## src/rtl/jt08_adpcmb_ram.sv

```systemverilog
// YM2608 ADPCM-B external RAM responder: turns the chip's read/write strobes into
// req/ack transactions on a byte-wide memory bus, with a one-entry read cache.
module jt08_adpcmb_ram #(
    parameter int AW = 18
) (
    input  logic          clk,
    input  logic          rst_n,
    input  logic [23:0]   adpcmb_addr,
    input  logic          adpcmb_roe_n,
    input  logic          adpcmb_wr_n,
    input  logic [7:0]    adpcmb_dout,
    output logic [7:0]    adpcmb_din,
    output logic          mem_req,
    output logic          mem_we,
    output logic [AW-1:0] mem_addr,
    output logic [7:0]    mem_wdata,
    input  logic          mem_ack,
    input  logic [7:0]    mem_rdata,
    output logic          busy,
    output logic          ovf
);

    typedef enum logic [1:0] {
        IDLE,
        WR,
        RD
    } state_t;

    state_t        state;
    logic          roe_hist, wr_hist;
    logic          rd_edge, wr_edge;
    logic          rd_valid, rd_fresh;
    logic          wr_valid, wr_fresh;
    logic [AW-1:0] rd_addr, wr_addr, chip_addr;
    logic [7:0]    wr_data;
    logic          cache_valid, cache_hit;
    logic [AW-1:0] cache_addr;
    logic [7:0]    cache_data;

    assign chip_addr = adpcmb_addr[AW-1:0];
    assign rd_edge   = roe_hist & ~adpcmb_roe_n;
    assign wr_edge   = wr_hist  & ~adpcmb_wr_n;
    assign cache_hit = cache_valid && (cache_addr == rd_addr);
    assign busy      = rd_valid | wr_valid | (state != IDLE);

    generate
        if (AW < 24) begin : g_addr_unused
            logic addr_hi_unused;
            assign addr_hi_unused = ^adpcmb_addr[23:AW];
        end
    endgenerate

    // A slot is "fresh" while it holds data that has not been issued yet; a
    // capture during a transaction keeps the slot alive past that ack.
    always_ff @(posedge clk or negedge rst_n) begin
        if (!rst_n) begin
            // NOTE: the cache payload is a single byte, so it is reset along with
            // everything else; only cache_valid actually matters for correctness.
            state       <= IDLE;
            roe_hist    <= 1'b0;
            wr_hist     <= 1'b0;
            rd_valid    <= 1'b0;
            rd_fresh    <= 1'b0;
            rd_addr     <= '0;
            wr_valid    <= 1'b0;
            wr_fresh    <= 1'b0;
            wr_addr     <= '0;
            wr_data     <= '0;
            cache_valid <= 1'b0;
            cache_addr  <= '0;
            cache_data  <= '0;
            adpcmb_din  <= '0;
            mem_req     <= 1'b0;
            mem_we      <= 1'b0;
            mem_addr    <= '0;
            mem_wdata   <= '0;
            ovf         <= 1'b0;
        end else begin
            // NOTE: non-blocking assignments throughout; the captures below are
            // placed last on purpose so that a same-edge capture overrides a clear.
            roe_hist <= adpcmb_roe_n;
            wr_hist  <= adpcmb_wr_n;

            case (state)
                IDLE: begin
                    if (wr_valid) begin
                        mem_req   <= 1'b1;
                        mem_we    <= 1'b1;
                        mem_addr  <= wr_addr;
                        mem_wdata <= wr_data;
                        wr_fresh  <= 1'b0;
                        state     <= WR;
                    end else if (rd_valid) begin
                        if (cache_hit) begin
                            adpcmb_din <= cache_data;
                            rd_valid   <= 1'b0;
                            rd_fresh   <= 1'b0;
                        end else begin
                            mem_req  <= 1'b1;
                            mem_we   <= 1'b0;
                            mem_addr <= rd_addr;
                            rd_fresh <= 1'b0;
                            state    <= RD;
                        end
                    end
                end
                WR: begin
                    if (mem_ack) begin
                        mem_req  <= 1'b0;
                        wr_valid <= wr_fresh;
                        if (cache_valid && (cache_addr == mem_addr)) begin
                            cache_data <= mem_wdata;
                        end
                        state <= IDLE;
                    end
                end
                RD: begin
                    if (mem_ack) begin
                        mem_req     <= 1'b0;
                        adpcmb_din  <= mem_rdata;
                        cache_data  <= mem_rdata;
                        cache_addr  <= mem_addr;
                        cache_valid <= 1'b1;
                        rd_valid    <= rd_fresh;
                        state       <= IDLE;
                    end
                end
                default: state <= IDLE;
            endcase

            if (rd_edge) begin
                rd_addr  <= chip_addr;
                rd_valid <= 1'b1;
                rd_fresh <= 1'b1;
            end
            if (wr_edge) begin
                wr_addr  <= chip_addr;
                wr_data  <= adpcmb_dout;
                wr_valid <= 1'b1;
                wr_fresh <= 1'b1;
                if (wr_valid) begin
                    ovf <= 1'b1;
                end
            end
        end
    end

endmodule

```

## config.mk

```make
export PLATFORM = sky130hd
export DESIGN_NAME = jt08_adpcmb_ram
export DESIGN_NICKNAME = d
export VERILOG_FILES = /design/src/rtl/jt08_adpcmb_ram.sv
export SDC_FILE = /design/constraint.sdc
export NUM_CORES = 1
export LEC_CHECK = 0
export CORE_MARGIN = 2
export CORE_UTILIZATION = 61
export DETAILED_ROUTE_END_ITERATION = 6
export DONT_BUFFER_PORTS = 1
export GPL_TIMING_DRIVEN = 0
export PLACE_DENSITY = 0.8
export REMOVE_ABC_BUFFERS = 1
export SYNTH_ARGS = -nofsm -noshare
export SYNTH_HDL_FRONTEND = slang
export SYNTH_SLANG_ARGS = --single-unit
```

## constraint.sdc

```tcl
create_clock -name clk -period 2.9 [get_ports clk]
set_clock_uncertainty 0.15 [all_clocks]
set_input_delay 0.435 -clock clk [delete_from_list [all_inputs] [get_ports clk]]
set_output_delay 0.435 -clock clk [all_outputs]
set_load 0.005 [all_outputs]
```

=== Yosys cells after proc, flatten, opt, wreduce, memory -nomap -nowiden ===
Index checks and enable logic that the tools add are counted.

* Register bits: 116
* Logic and storage cells: 110

* Bitwise gates (word level): 6
* Muxes and demuxes: 40
* Reduce and logical (&&, ||, !) cells: 28
* Equal/unequal tests: 17

{| class="wikitable"
|+ Operators with widths
! cell !! number
|-
| $mux 18 || 3
|-
| $mux 8 || 6
|-
| $eq 18x18->1 || 2
|-
| $pmux 8 s2 || 2
|-
| $mux 1 || 22
|-
| $reduce_bool 2->1 || 11
|-
| $ne 2x2->1 const B || 8
|-
| $ne 3x3->1 const B || 4
|-
| $reduce_and 3->1 || 4
|-
| $reduce_and 2->1 || 5
|-
| $mux 2 || 4
|-
| $reduce_and 4->1 || 2
|-
| $reduce_and 5->1 || 1
|-
| $pmux 1 s2 || 2
|-
| $pmux 2 s2 || 1
|-
| $reduce_bool 3->1 || 1
|-
| $and 1x1->1 || 2
|-
| $eq 2x1->1 const B || 1
|-
| $eq 2x2->1 const B || 1
|-
| $logic_and 1x1->1 || 2
|-
| $logic_not 2->1 || 1
|-
| $ne 2x1->1 const B || 1
|-
| $not 1->1 || 2
|-
| $or 1x1->1 || 2
|-
| $reduce_or 2->1 || 1
|}

=== Depth between registers and ports, before layout ===
* Word-level depth: 7
* Depth in mapped cells: 8
* Gate-level depth less buffers: 8

=== Least setup slack after synthesis ===
Ideal clock, no wire load.

* Kind: register to register
* Start point: register rd_addr[3]
* End point: register adpcmb_din[0]
* Cell stages (with the launch flop): 7
* Path buffers: 0
* Data arrival time: 1,821 ps
* Library setup time: 125 ps
* Path slack: 804 ps
* Clock period less this slack: 2,096 ps
* Path through: dfrtp_1 xnor2_1 nand4_1 or4_4 o21ai_2 nand3_2 mux2_2

* Longest elaborated chain between the ends: 4

{| class="wikitable"
|+ Ends and longest elaborated chain
! what !! line !! source
|-
| start: declaration || 34 || <nowiki>logic [AW-1:0] rd_addr, wr_addr, chip_addr;</nowiki>
|-
| start signal: assignment || 132 || <nowiki>rd_addr <= chip_addr;</nowiki>
|-
| $eq 18x18->1 || 43 || <nowiki>assign cache_hit = cache_valid && (cache_addr == rd_addr);</nowiki>
|-
| $logic_and 1x1->1 || 43 ||
|-
| $ne 2x2->1 (no source line) || -- ||
|-
| $reduce_and 5->1 (no source line) || -- ||
|-
| end signal: assignment || 95 || <nowiki>adpcmb_din <= cache_data;</nowiki>
|-
| end signal: assignment || 120 || <nowiki>adpcmb_din <= mem_rdata;</nowiki>
|-
| end: declaration || 12 || <nowiki>output logic [7:0] adpcmb_din,</nowiki>
|}

Every way passes these cells.
A chain may end at the register's enable or synchronous reset.

=== Worst setup path after layout ===
* Start point: register state[0]
* End point: output port busy

* Longest elaborated chain between the ends: 2

{| class="wikitable"
|+ Ends and longest elaborated chain
! what !! line !! source
|-
| start: declaration || 29 || <nowiki>state_t state;</nowiki>
|-
| start signal: assignment || 59 || <nowiki>state <= IDLE;</nowiki>
|-
| start signal: assignment || 92 || <nowiki>state <= WR;</nowiki>
|-
| start signal: assignment || 103 || <nowiki>state <= RD;</nowiki>
|-
| $reduce_bool 2->1 || 44 || <nowiki>assign busy = rd_valid | wr_valid | (state != IDLE);</nowiki>
|-
| $or 1x1->1 || 44 ||
|-
| end: declaration || 19 || <nowiki>output logic busy,</nowiki>
|}

Every way passes these cells.

==> flow_metrics.tcl <==
set metrics [dict create \
    status "finished, violations left" \
    violations "negative hold slack" \
    synth_top_area_share_pct 56.7 \
    dp_hpwl_um 6510 \
    cts_buffers 17 \
    synth_area_um2 5120 \
    drc 0 \
    ys_seq_area_share_pct 56.7 \
    clk_path_buf_depth 2 \
    post-route-period-util_pct 94.5 \
    cts_setup_buffers 0 \
    synth_top_area_cell "dfrtp_1" \
    cp-start-kind "flip-flop" \
    cts_max_level 4 \
    synthArstFlopShare_pct 100 \
    grt_setup_unrepaired "false" \
    grt_start_max_net_pins 117 \
    path_clk_slew_ns 0.06 \
    ioPinCount 83 \
    synth.most_common_cell "dfrtp_1" \
    hp-class "primary input to async pin" \
    crit_fanout 24 \
    grt_pass1_vias 3639 \
    grt.busiest_layer "met2" \
    cp_data_required_time_ns 2.32 \
    worstMarginPinSlew_ns 1.04 \
    cts_tree "yes" \
    gp_congestion 0.783 \
    vias_per_cell 6.08 \
    dr.pass1.iters 4 \
    wire_per_inst_um 19.3 \
    die_w_um 95.7 \
    dr_total_vias 3442 \
    whs_ns -0.532 \
    slew_headroom_pct 30.6 \
    power.leakage_uw 0.00250 \
    ys_types 32 \
    synth.area.top_cells "dfrtp_1 57%, mux2_2 17%, o22ai_1 4.4%" \
    die_area_um2 9150 \
    cts.sinks 116 \
    antenna_found_initial 0 \
    grt_usage_pct 25.9 \
    layout-drive-gt1-share_pct 25.8 \
    cp.arrival_ns 2.15 \
    use_met1_pct 32.7 \
    fmax_ghz 0.365 \
    final_antenna_net_count 0 \
    setup_violations 0 \
    final_util_pct 73.6 \
    ys_seq_elements 116 \
    start_util_pct 62.7 \
    ctsRootBufferMaster "clkbuf_8" \
    grt_pass1_wl_um 17700 \
    fin_nets 497 \
    irDropWorstVdd_v 0.000671 \
    hold_viol_final 116 \
    cp-end-kind "primary output" \
    avgSynthCellArea_um2 12.1 \
    synth_warnings 0 \
    path_class "flip-flop to primary output" \
    drt_iter0_drc 241 \
    std_cell_rows 33 \
    ys.flop_type "dfrtp_1" \
    powerDensity_nw_per_um2 1110 \
    n_antenna_cell 0 \
    maxSlewViolCount 0 \
    area.growth.synth_to_final_pct 17.5 \
    wl_um 10900 \
    synth-edff-count 0 \
    synthCells 422 \
    dieHeight_um 95.7 \
    yosys-top-cells-count "116 x dfrtp_1, 78 x mux2_2, 36 x o22ai_1" \
    core-area_um2 8180 \
    clk_latency_ns 0.51 \
    gr-usage-met3_pct 7.98 \
    fillers 534 \
    maxCapViolCount 0 \
    finalCriticalPeriod_ns 2.74 \
    overflow 0 \
    use_met2_pct 42.4 \
    hold_buffers 29 \
    io_buffers 0 \
]
[flip-flops by register name (all words and copies together) (netlist names), 2 cells and up]
| name | flops |
|---|---|
| adpcmb_din | 8 |
| cache_addr | 18 |
| cache_data | 8 |
| mem_addr | 18 |
| mem_wdata | 8 |
| rd_addr | 18 |
| state | 2 |
| wr_addr | 18 |
| wr_data | 8 |
[layout make-up]
type	instances	area [um2]	area share, %
flip-flops and latches	116	2900	48.2
multi-input cells	263	2070	34.4
clock buffers	18	418	6.94
repair buffers	30	305	5.07
well taps	105	131	2.18
clock inverters	13	113	1.87
inverters	21	78.8	1.31
[repair_timing]
action,4_1_cts,5_1_grt
hold endpoints to repair,164,116
setup endpoints to repair,26,0
gates resized for setup,4,0
[power breakdown]
part           total, uW  internal (uW)  switching, uW
combinational       2060            957           1100
sequential          2790           2190            598
clock               1840           1120            718
total               6690           4270           2420
[per-layer routing]
layer | part of all wire [%] | vias up
met3 | 6.4 | 15
met5 | 0 | -
li1 | - | 1557
met2 | 51 | 115
met1 | 41 | 1755
met4 | 1.3 | 0
[final timing paths]
check	start	end	slack [ns]	cells past startpoint
worst max-delay path	state[0]	busy	0.16	4
worst min-delay path	rst_n	mem_wdata[7]	-0.53	0
worst max register to register	rd_addr[16]	mem_addr[7]	0.22	6
worst min register to register	wr_fresh	wr_fresh	0.33	1
max in group asynchronous	rst_n	cache_addr[13]	2.95	0
min in group clk	mem_ack	wr_valid	0.03	2
[worst max-delay path, cell delays in order (launching register included)]
cell and delay [ns]:
dfrtp_1 0.40, inv_1 0.10, ha_2 0.56, inv_1 0.18
or3_1 0.41
[placed cells by master (no fill, tap or decap), types with 2 or more instances in the layout]
cell / Yosys / layout
dfrtp_1: 116 / 116
mux2_2: 78 / 78
o22ai_1: 36 / 36
dlygate4sd3_1: 0 / 29
o21ai_0: 27 / 27
nand2_1: 24 / 22
a21oi_1: 22 / 22
inv_1: 21 / 21
xor2_1: 21 / 21
clkbuf_16: 0 / 16
xnor2_1: 15 / 15
nand4_1: 6 / 6
nor4_1: 5 / 5
clkinv_2: 0 / 5
nand2b_1: 3 / 3
a21o_1: 3 / 3
nand3_1: 3 / 3
clkinv_4: 0 / 3
clkinvlp_4: 0 / 3
nand2_2: 0 / 2
nor2_1: 2 / 2
nor3_1: 2 / 2
ha_2: 0 / 2
[cells by family (layout without fill, tap and decap cells)]
logic type,count (synthesis),in the layout,share of synthesized area (%)
xor+xnor,36,36,6.15
simple gates,51,51,5.01
fa+ha+maj,3,3,0.733
buf+inv,43,82,3.35
compound gates,95,95,11.0
mux,78,78,17.1
flops,116,116,56.7
[metrics by stage]
stage / instances / total power (uW) / setup slack, ns / setup TNS, ns / area [um2]
4_1_cts: 566 / 6710 / 0.154 / 0 / 6020
3_3_place_gp: 505 / 4640 / -0.426 / -14.36 / 5160
6_report: 566 / 6690 / 0.161 / 0 / 6020
5_1_grt: 566 / 7120 / 0.00515 / 0 / 6020
3_5_place_dp: 506 / 4770 / -0.428 / -3.49 / 5190
2_1_floorplan: 400 / 4210 / 0.363 / 0 / 5030
No activity file was read; power rests on OpenSTA's default activity.
